## src/rtl/scan_ctrl.sv

```systemverilog
// Emulation scan-chain sequencer: gates the DUT clock enable (run/stop/step)
// and performs a full-length scan swap between the host streams and the chain.
//
// state | meaning
// IDLE  | DUT clock stopped, commands accepted
// RUN   | DUT clock enabled free-running, commands accepted
// STEP  | DUT clock enabled for the remaining step count
// SHIFT | chain swap in progress, one bit per host handshake beat
module scan_ctrl #(
  parameter int CHAIN_LEN = 9,
  parameter int STEP_W    = 16
) (
  input  logic              clk,
  input  logic              rst,
  input  logic              cmd_valid,
  output logic              cmd_ready,
  input  logic [1:0]        cmd_op,
  input  logic [STEP_W-1:0] cmd_arg,
  input  logic              si_valid,
  output logic              si_ready,
  input  logic              si_data,
  output logic              so_valid,
  input  logic              so_ready,
  output logic              so_data,
  output logic              dut_clk_en,
  output logic              scan_en,
  output logic              scan_in,
  input  logic              scan_out,
  output logic              busy,
  output logic              done,
  output logic [31:0]       cycle_count
);

  localparam int BEAT_W = $clog2(CHAIN_LEN + 1);
  localparam logic [BEAT_W-1:0] LAST_BEAT = BEAT_W'(CHAIN_LEN - 1);

  typedef enum logic [1:0] {
    S_IDLE  = 2'd0,
    S_RUN   = 2'd1,
    S_STEP  = 2'd2,
    S_SHIFT = 2'd3
  } state_t;

  localparam logic [1:0] OP_STOP = 2'd0;
  localparam logic [1:0] OP_RUN  = 2'd1;
  localparam logic [1:0] OP_STEP = 2'd2;
  localparam logic [1:0] OP_SCAN = 2'd3;

  state_t              state;
  logic [STEP_W-1:0]   step_cnt;
  logic [BEAT_W-1:0]   beat_cnt;
  logic                accept;
  logic                beat;

  assign cmd_ready = (state == S_IDLE) || (state == S_RUN);
  assign busy      = (state == S_STEP) || (state == S_SHIFT);
  assign accept    = cmd_valid && cmd_ready;

  // Beat strobes are combinational so a stalled host costs no extra cycle.
  assign beat      = (state == S_SHIFT) && si_valid && so_ready;
  assign scan_en   = beat;
  assign si_ready  = beat;
  assign so_valid  = beat;
  assign scan_in   = si_data;
  assign so_data   = scan_out;

  always_ff @(posedge clk) begin
    if (rst) begin
      state       <= S_IDLE;
      step_cnt    <= '0;
      beat_cnt    <= '0;
      dut_clk_en  <= 1'b0;
      done        <= 1'b0;
      cycle_count <= '0;
    end else begin
      done <= 1'b0;
      if (dut_clk_en) cycle_count <= cycle_count + 32'd1;

      case (state)
        S_STEP: begin
          if (step_cnt == STEP_W'(1)) begin
            state      <= S_IDLE;
            dut_clk_en <= 1'b0;
            done       <= 1'b1;
            step_cnt   <= '0;
          end else begin
            step_cnt <= step_cnt - STEP_W'(1);
          end
        end
        S_SHIFT: begin
          if (beat) begin
            if (beat_cnt == LAST_BEAT) begin
              state    <= S_IDLE;
              done     <= 1'b1;
              beat_cnt <= '0;
            end else begin
              beat_cnt <= beat_cnt + BEAT_W'(1);
            end
          end
        end
        default: ;
      endcase

      // Only reachable from IDLE/RUN, so never collides with the branches above.
      if (accept) begin
        case (cmd_op)
          OP_STOP: begin
            state      <= S_IDLE;
            dut_clk_en <= 1'b0;
          end
          OP_RUN: begin
            state      <= S_RUN;
            dut_clk_en <= 1'b1;
          end
          OP_STEP: begin
            if (cmd_arg == '0) begin
              state      <= S_IDLE;
              dut_clk_en <= 1'b0;
              done       <= 1'b1;
            end else begin
              state      <= S_STEP;
              dut_clk_en <= 1'b1;
              step_cnt   <= cmd_arg;
            end
          end
          default: begin
            state      <= S_SHIFT;
            dut_clk_en <= 1'b0;
            beat_cnt   <= '0;
          end
        endcase
      end
    end
  end

endmodule

```

## config.mk

```make
export PLATFORM = sky130hd
export DESIGN_NAME = scan_ctrl
export DESIGN_NICKNAME = d
export VERILOG_FILES = /design/src/rtl/scan_ctrl.sv
export SDC_FILE = /design/constraint.sdc
export NUM_CORES = 1
export LEC_CHECK = 0
export CAP_MARGIN = 20
export CORE_AREA = 2 2 77 79
export DETAILED_ROUTE_END_ITERATION = 12
export DIE_AREA = 0 0 79 81
export HOLD_SLACK_MARGIN = 0.02
export PLACE_DENSITY = 0.93
export RECOVER_POWER = 100
export SYNTH_ARGS = -nofsm -noshare
export SYNTH_HDL_FRONTEND = slang
export SYNTH_SLANG_ARGS = --single-unit
export TNS_END_PERCENT = 50
```

## constraint.sdc

```tcl
create_clock -name clk -period 3.2 [get_ports clk]
set_input_delay 0.64 -clock clk [delete_from_list [all_inputs] [get_ports clk]]
set_output_delay 0.64 -clock clk [all_outputs]
set_load 0.05 [all_outputs]
```

==> key figures <==
Min path
  • Hold_sp: beat_cnt[0]$_SDFF_PP0_
  • HP Class: flip-flop to flip-flop

Critical path
  • Worst Setup SP: cmd_arg[0]
  • Worst EP arrival: 2.98 ns
  • CP Cell Sequence: dlygate4sd3_1, nor4_1, nand4_1, nand3_1, clkbuf_1, nor2_1, a211oi_1
  • R2r endpoint: cycle_count[30]$_SDFFE_PP0P_
  • WP data required: 3.40 ns
  • Startpoint Class: primary input
  • Slowest stage cell, crit path: clkbuf_1
  • Setup crit end kind: flip-flop
  • Crit path to: step_cnt[0]$_SDFF_PP0_
  • Flop2flop setup slack: 0.94 ns
  • Worst flop-to-flop path startpoint: cycle_count[0]$_SDFFE_PP0P_
  • Reg2reg path depth: 7
  • CP max FO: 17
  • Crit path largest cell delay: 0.64 ns
  • WS Path Type: primary input to flip-flop

Logic synthesis
  • Post-synth EDFFs: 0
  • Synthesized area: 2889 µm²
  • Count leader, synth: dfxtp_1
  • Synth top area cells: dfxtp_1, xnor2_1, nor2_1, xor2_1, nand2_1
  • Largest area contributor in the netlist: dfxtp_1
  • Syn Area/Cell: 8.231 µm²
  • Netlist cell types: 43
  • Synth top area share: 0.3880
  • Post-synthesis net count: 384
  • Most used DFF post-synth: dfxtp_1
  • Synth top cells by count: dfxtp_1, nor2_1, nand2_1
  • Gate Count Post-Synth: 351
  • Post-synthesis sequential area ratio: 0.3880
  • Async S/R FF share, synth: 0
  • Warnings from Yosys: 0
  • Yosys reg bits: 56

Placed design
  • Pre-CTS WS: 0.3285 ns
  • Final Wtd Congestion: 0.9749
  • Dpl cells: 472
  • HPWL Detailed: 4891 µm
  • I/O Buffers: 61

Routing
  • Antenna-violating nets left: 0
  • DR iter-0 viols: 147
  • Routed via count: 2679
  • Avg WL per Cell: 14.39 µm
  • DRT Pass-1 Iters: 5
  • Mean number of vias per cell: 5.581
  • Total Wirelength: 6905 µm
  • Residual DRC: 0

Finish
  • P&R area growth vs syn: 24.30%
  • Layout cells sized above 1: 0.03210
  • Nets: 437
  • Util after Layout: 0.6327
  • Final std cells w/o fill: 480
  • Ant diodes: 0

Floorplan
  • Row cnt: 28
  • Initial Util: 0.5090
  • DIE WIDTH: 79 µm
  • Top Ports: 66
  • Core box area: 5675 µm²
  • Die Footprint: 6399 µm²
  • Die Y-Extent: 81 µm

Clocking
  • Maximum clock path buffer count: 2
  • Post-CTS Repair Setup Buffers: 0
  • # H-tree levels: 2
  • Total CTS buffers: 5
  • Clk slew on worst S/H paths: 0.10 ns
  • Clock Root Buffer: clkbuf_8
  • Later-pin clock latency in the skew report: 0.30 ns
  • # clock sinks: 56
  • CTS tree: built
  • Hold_buf cts: 0
  • Post_cts resized: 0

Timing
  • Worst Max-Slew Pin Slew: 1.820 ns
  • # setup viols final: 0
  • Fin. max-slew vios: 43
  • Worst Skew: 0.006484 ns
  • Min Tclk post-route: 2.781 ns
  • Final hold viol count: 0
  • Final WS setup: 0.4187 ns
  • Fmax: 0.3595 GHz
  • RSZ-0062 raised after global routing: false
  • Setup TNS: 0 ns
  • Final Cycle Share: 0.8692
  • Relative slew slack: -0.2131

Pwr
  • Leakage: 1.366 nW
  • Total Power: 1.421 mW
  • Power Density: 395.8 nW/µm²
  • Maximum vdd drop: 0.2615 mV

Global routing
  • Largest net degree at the start of global routing: 43
  • Global-route wire length before repair: 11360 µm
  • GRT Residual Overflow: 0
  • Initial antenna violation count: 0
  • Vias in the first global route: 2471
  • Total Routing Usage GR: 0.2182

Outcome
  • Violated checks: max-capacitance violations, max-slew violations
  • Outcome: finished, violations left

Job
  • Maxcap violations: 1
## area by class of cell
type,instances,area [µm²]
Inverter,12,45.04
Sequential cell,56,1121
Fill cell,497,2085
Tap cell,75,93.84
Timing Repair Buffer,66,611.8
Clock buffer,7,96.34
Clock inverter,1,30.03
Multi-Input combinational cell,263,1593
## per-layer routing
layer | GRT usage | vias up | wire length, µm
li1 | - | 1318 | -
met3 | 0.04778 | 14 | 403
met4 | 0.07241 | 0 | 115
met5 | 0 | - | 0
met2 | 0.3720 | 92 | 3378
met1 | 0.2748 | 1255 | 3007
## logic make-up (layout without fill, tap and decap cells)
kind of cell | after synthesis | after routing | share of synthesized area
simple gates | 178 | 178 | 0.3227
flops | 56 | 56 | 0.3880
xor+xnor | 43 | 43 | 0.1304
compound gates | 33 | 33 | 0.07060
buf+inv | 32 | 86 | 0.05024
fa+ha+maj | 8 | 8 | 0.03465
mux | 1 | 1 | 0.003465
## sequential cells by signal, summed over array words and instances (netlist names)
name,cells
cycle_count,32
dut_clk_en,1
state,2
beat_cnt,4
done,1
step_cnt,16
## worst min-delay path by stage
stage	to	slack [ns]	depth (start not counted)
5_1_grt	beat_cnt[0]$_SDFF_PP0_	0.54	2
6_report	beat_cnt[0]$_SDFF_PP0_	0.50	2
2_1_floorplan	beat_cnt[0]$_SDFF_PP0_	0.46	2
4_1_cts	beat_cnt[0]$_SDFF_PP0_	0.50	2
3_3_place_gp	beat_cnt[0]$_SDFF_PP0_	0.48	2
3_5_place_dp	beat_cnt[0]$_SDFF_PP0_	0.49	2
## placed cells by master, fill, tap and decap left out, types with 2 or more instances in the layout
master and instances:
a21oi_1 19, a221oi_1 2, and2_1 2, and3_1 5
and4_1 3, buf_4 2, clkbuf_1 7, clkbuf_8 7
clkdlybuf4s50_1 20, dfxtp_1 56, dlygate4sd3_1 37, ha_1 8
inv_1 12, nand2_1 34, nand3_1 24, nand4_1 19
nor2_1 46, nor2b_1 6, nor3_1 12, nor4_1 14
nor4b_1 2, o211ai_1 2, o21ai_0 2, o31a_1 2
or3_1 2, xnor2_1 25, xor2_1 18
## critical path, delay by kind of cell
kind | cells | cell delay (ns)
buffers and inverters | 2 | 1.20
AND/OR/NAND/NOR | 4 | 0.90
AO/OA/AOI/OAI | 1 | 0.24
## through the flow
step	instance area, µm²	hold slack, ns
floorplan	2889	0.4612
global placement	3518	0.4767
detailed placement	3518	0.4897
CTS	3645	0.5049
global route	3591	0.5370
finish	3591	0.4998
## where the power goes
part,internal (mW),total (mW),switching [mW]
registers,0.716,0.742,0.0263
logic,0.0815,0.175,0.0940
clock network,0.276,0.504,0.227
total,1.07,1.42,0.347
(Power assumes the default switching activity.)
